[src/rtl/dro_readout_deser.sv]
// dro_readout_deser: decodes the DRO toggle-encoded out line into WIDTH-bit words.
// A toggle between strobes is a 1; a word is offered on a valid/ready port.
//   clk, rst_n     rising-edge clock, async active-low reset
//   din            DRO out level, sampled on strobe cycles
//   strobe, sync   bit capture; sync restarts the word at bit 0
//   clr            clears the sticky overflow / err flags
//   data_out/valid/ready  word output handshake, bit 0 = first bit
//   overflow, err  sticky: word dropped / din moved off-strobe
module dro_readout_deser #(
  parameter int WIDTH = 8
) (
  input  logic             clk,
  input  logic             rst_n,
  input  logic             din,
  input  logic             strobe,
  input  logic             sync,
  input  logic             clr,
  output logic [WIDTH-1:0] data_out,
  output logic             valid,
  input  logic             ready,
  output logic             overflow,
  output logic             err
);

  localparam int CW = $clog2(WIDTH);
  localparam logic [CW-1:0] LAST = CW'(WIDTH - 1);

  logic             ref_lvl;
  logic [WIDTH-1:0] shreg;
  logic [WIDTH-1:0] shreg_nxt;
  logic [CW-1:0]    cnt;
  logic [CW-1:0]    pos;
  logic             bit_in;
  logic             done;
  logic             accept;
  logic             stray;
  logic             slot_free;

  always_comb begin
    bit_in    = din ^ ref_lvl;
    pos       = sync ? '0 : cnt;
    shreg_nxt = shreg;
    shreg_nxt[pos] = bit_in;
    done      = strobe && (pos == LAST);
    accept    = valid && ready;
    slot_free = !valid || ready;
    stray     = !strobe && (din != ref_lvl);
  end

  always_ff @(posedge clk or negedge rst_n) begin
    if (!rst_n) begin
      ref_lvl  <= 1'b0;
      shreg    <= '0;
      cnt      <= '0;
      data_out <= '0;
      valid    <= 1'b0;
      overflow <= 1'b0;
      err      <= 1'b0;
    end else begin
      // Both strobe and stray-toggle cycles resync ref to din,
      // and on a quiet cycle din already equals ref.
      ref_lvl <= din;

      if (strobe) begin
        shreg <= shreg_nxt;
        cnt   <= done ? '0 : pos + 1'b1;
      end

      if (done && slot_free) begin
        data_out <= shreg_nxt;
        valid    <= 1'b1;
      end else if (accept) begin
        valid <= 1'b0;
      end

      if (done && !slot_free) begin
        overflow <= 1'b1;
      end else if (clr) begin
        overflow <= 1'b0;
      end

      if (stray) begin
        err <= 1'b1;
      end else if (clr) begin
        err <= 1'b0;
      end
    end
  end

endmodule

[config.mk]
export PLATFORM = sky130hd
export DESIGN_NAME = dro_readout_deser
export DESIGN_NICKNAME = d
export VERILOG_FILES = /design/src/rtl/dro_readout_deser.sv
export SDC_FILE = /design/constraint.sdc
export NUM_CORES = 1
export LEC_CHECK = 0
export CORE_MARGIN = 2
export CORE_UTILIZATION = 40
export DETAILED_ROUTE_END_ITERATION = 10
export PLACE_DENSITY = 0.71
export SLEW_MARGIN = 30
export SYNTH_ARGS = -nofsm -noshare
export SYNTH_HDL_FRONTEND = slang
export SYNTH_SLANG_ARGS = --single-unit
[constraint.sdc]
create_clock -name clk -period 2.5 [get_ports clk]
set_input_delay 0.25 -clock clk [delete_from_list [all_inputs] [get_ports clk]]
set_output_delay 0.25 -clock clk [all_outputs]
set_load 0.03 [all_outputs]
==> impl_metrics.env <==
export IMPL_outcome="completed"
export IMPL_synth_warning_count=0
export IMPL_yosysSeqAreaShare_pct=49.4
export IMPL_syn_area_um2=1170
export IMPL_syn2layout_area_growth_pct=19.8
export IMPL_avgSynthCellArea_um2=11.8
export IMPL_globalRouteMet3Util_pct=4.02
export IMPL_layoutNonFillerInstCount=150
export IMPL_dp_hpwl_mm=1.61
export IMPL_synthCells=99
export IMPL_use_met1_pct=20.9
export IMPL_io_buffer_count=17
export IMPL_drt_first_pass_iters=4
export IMPL_critPathMaxStageDelay_ns=0.63
export IMPL_fp_dieW_um=58.0
export IMPL_fin_tns_setup_ns=0
export IMPL_drv_slew=0
export IMPL_post_route_min_period_ns=2.23
export IMPL_cts_num_sinks=23
export IMPL_cpMostUsedCell="ha_1"
export IMPL_detail_route_antenna_nets=0
export IMPL_synth_cell_type_count=31
export IMPL_timing_critical_path_slowest_stage_cell="dfrtp_1"
export IMPL_cts_root_buf="clkbuf_4"
export IMPL_clock_latency_ns=0.31
export IMPL_gp_congestion=0.767
export IMPL_vias=851
export IMPL_start_util_pct=42.3
export IMPL_crit_arrival_ns=2.45
export IMPL_cts_clk_slew_worst_paths_ns=0.13
export IMPL_wl_per_cell_um=15.2
export IMPL_total_power_uw=940
export IMPL_critPathTopFamily="simple AND/OR/NAND/NOR gates"
export IMPL_p_leak_uw=0.000610
export IMPL_antenna_found_initial=0
export IMPL_io_pins=18
export IMPL_maxCapViolCount=0
export IMPL_grt_busiest_layer="met2"
export IMPL_ys_ff_latch=23
export IMPL_fin_skew_ns=0.00179
export IMPL_rows=19
export IMPL_relSlewSlack_pct=71.3
export IMPL_grt_pass1_wl_mm=3.89
export IMPL_cts_setup_buffers=0
export IMPL_diodes=0
export IMPL_crit_required_ns=2.72
export IMPL_drt_wl_total_mm=2.28
export IMPL_track_usage_pct=15.2
export IMPL_grt_ovfl_total=0
export IMPL_cts_hold_buf=0
export IMPL_max_freq_mhz=448
export IMPL_worst_path_max_fanout=14
export IMPL_hold_viol=0
export IMPL_post_route_drc_count=0
export IMPL_clockBufferDepth=2
export IMPL_synth_fp_nets=108
export IMPL_use_met2_pct=24.4
export IMPL_crit_chain="nor2b_1 > ha_1 > ha_1 > nand2_1 > nor2_2 > mux2_2"
export IMPL_die_area_um2=3360
export IMPL_dr_first_iter_drc_count=24
export IMPL_setup_viol=0
export IMPL_cp_start_kind="register"
export IMPL_die_y_um=58.0
export IMPL_hold_slack_ns=0.273
export IMPL_period_share_pct=89.2
export IMPL_post_cts_resized=0
export IMPL_cts_tree="done"
export IMPL_power_density_nw_per_um2=672
export IMPL_cp_num_buf_inv=0
export IMPL_drive_gt1_share_pct=26.1
export IMPL_crit_type="reg2reg"
export IMPL_grt_setup_unrepaired="false"
export IMPL_hold_class="in2async"
export IMPL_viasPerCell=5.67
export IMPL_cts_buffers=3
export IMPL_worst_pin_slew_ns=0.430
export IMPL_peakVddDrop_mv=0.430
export IMPL_grt_pass1_vias=835
export IMPL_worstSetupEndpointType="register"
export IMPL_cts_htree_levels=1
export IMPL_core_um2=2760
export IMPL_nets=129
export IMPL_numPlacedInstances=146
export IMPL_n_fill_cell=249
export IMPL_grt_start_max_net_pins=24
[path summary, 6_finish.rpt]
| check | startpoint | to | cells after the start | slack, ns |
|---|---|---|---|---|
| max in group asynchronous | rst_n | shreg[7] | 2 | 2.00 |
| min in group clk | din | ref_lvl | 1 | 0.41 |
| worst min register to register | data_out[4] | data_out[4] | 1 | 0.53 |
| worst max-delay path | cnt[0] | data_out[3] | 6 | 0.27 |
| worst min-delay path | rst_n | data_out[5] | 2 | 0.27 |
| worst max register to register | cnt[0] | data_out[3] | 6 | 0.27 |
[cell usage in the layout, fill, tap and decap left out]
master	n
dfrtp_1	23
clkdlybuf4s50_1	17
mux2_2	16
inv_1	6
buf_4	5
nand2_1	4
o21ai_0	4
o22ai_1	4
nor2b_1	3
nor2_1	3
nor4b_1	3
and4bb_2	3
a31oi_1	3
clkbuf_4	3
nor3_1	2
a41oi_1	2
o31ai_1	2
a21oi_1	2
ha_1	2
xor2_1	1
nor2_2	1
o21ba_2	1
o41ai_1	1
nor3b_1	1
nand4bb_1	1
nand4b_1	1
mux2_4	1
nand2b_1	1
nand4_1	1
and3_1	1
clkinv_2	1
[per-layer routing]
metal,routed length (um),vias up
met5,0,-
met3,93,2
met1,1060,423
met4,19,0
li1,-,408
met2,1100,18
[registers in the layout (all words and copies together), names as in the netlist]
name / flops
data_out: 8
err: 1
cnt: 3
valid: 1
shreg: 8
ref_lvl: 1
overflow: 1
[logic make-up after synthesis]
family	Yosys count	synth area share [%]
AOI/OAI and AO/OA	19	10.7
xor gates and xnor gates	1	0.751
adders and majority gates	2	2.15
buffers and inverters	12	5.58
DFF	23	49.4
muxes	17	16.7
and+or+nand+nor	25	14.7
[synthesized netlist by cell type]
| cell | instances | area share, % |
|---|---|---|
| nor4b_1 | 3 | 2.3 |
| clkbuf_1 | 1 | 0.32 |
| o41ai_1 | 1 | 0.75 |
| o31ai_1 | 2 | 1.3 |
| nand2b_1 | 1 | 0.54 |
| dfrtp_1 | 23 | 49 |
| nand4_1 | 1 | 0.54 |
| nand4b_1 | 1 | 0.75 |
| nor2_2 | 1 | 0.54 |
| buf_2 | 1 | 0.43 |
| and3_1 | 1 | 0.54 |
| xor2_1 | 1 | 0.75 |
| nor3b_1 | 1 | 0.64 |
| a21oi_1 | 2 | 0.86 |
| inv_1 | 6 | 1.9 |
| buf_4 | 3 | 1.9 |
| buf_6 | 1 | 0.97 |
| nor2b_1 | 3 | 1.6 |
| o21ai_0 | 4 | 1.7 |
| o22ai_1 | 4 | 2.1 |
| nor2_1 | 3 | 0.97 |
| mux2_4 | 1 | 1.3 |
| nand2_1 | 4 | 1.3 |
| a41oi_1 | 2 | 1.5 |
| and4bb_2 | 3 | 3.2 |
| a31oi_1 | 3 | 1.6 |
| nor3_1 | 2 | 0.86 |
| o21ba_2 | 1 | 0.86 |
| nand4bb_1 | 1 | 0.97 |
| ha_1 | 2 | 2.1 |
| mux2_2 | 16 | 15 |
[final cells by class]
class	instances	area, um^2	share of cell area [%]
clock inverter	1	5.00	0.358
inverter	6	22.5	1.61
sequential	23	576	41.2
timing repair buffer	22	208	14.9
tap	31	38.8	2.78
clock buffer	3	22.5	1.61
multi-input combinational	64	526	37.6
[worst reg2reg max path, stage by stage (launching register included)]
cell and delay [ns]:
dfrtp_1 0.63, nor2b_1 0.25, ha_1 0.19, ha_1 0.19, nand2_1 0.13, nor2_2 0.36
mux2_2 0.39
[power breakdown]
part           leakage (uW)  internal [uW]  switching (uW)  total (uW)
clock network     0.0000177           59.9             116         176
registers          0.000298            444            56.9         501
logic              0.000294            143             119         263
total              0.000610            647             293         940
[per-stage QoR]
stage	util, %	cell area [um^2]	setup WS, ns
6_report	50.7	1400	0.269
5_1_grt	50.7	1400	0.0659
4_1_cts	50.7	1400	0.258
3_5_place_dp	49.7	1370	0.198
3_3_place_gp	49.7	1370	0.269
2_1_floorplan	-	1170	0.651
Note: power is estimated with default switching activity, not from simulation.
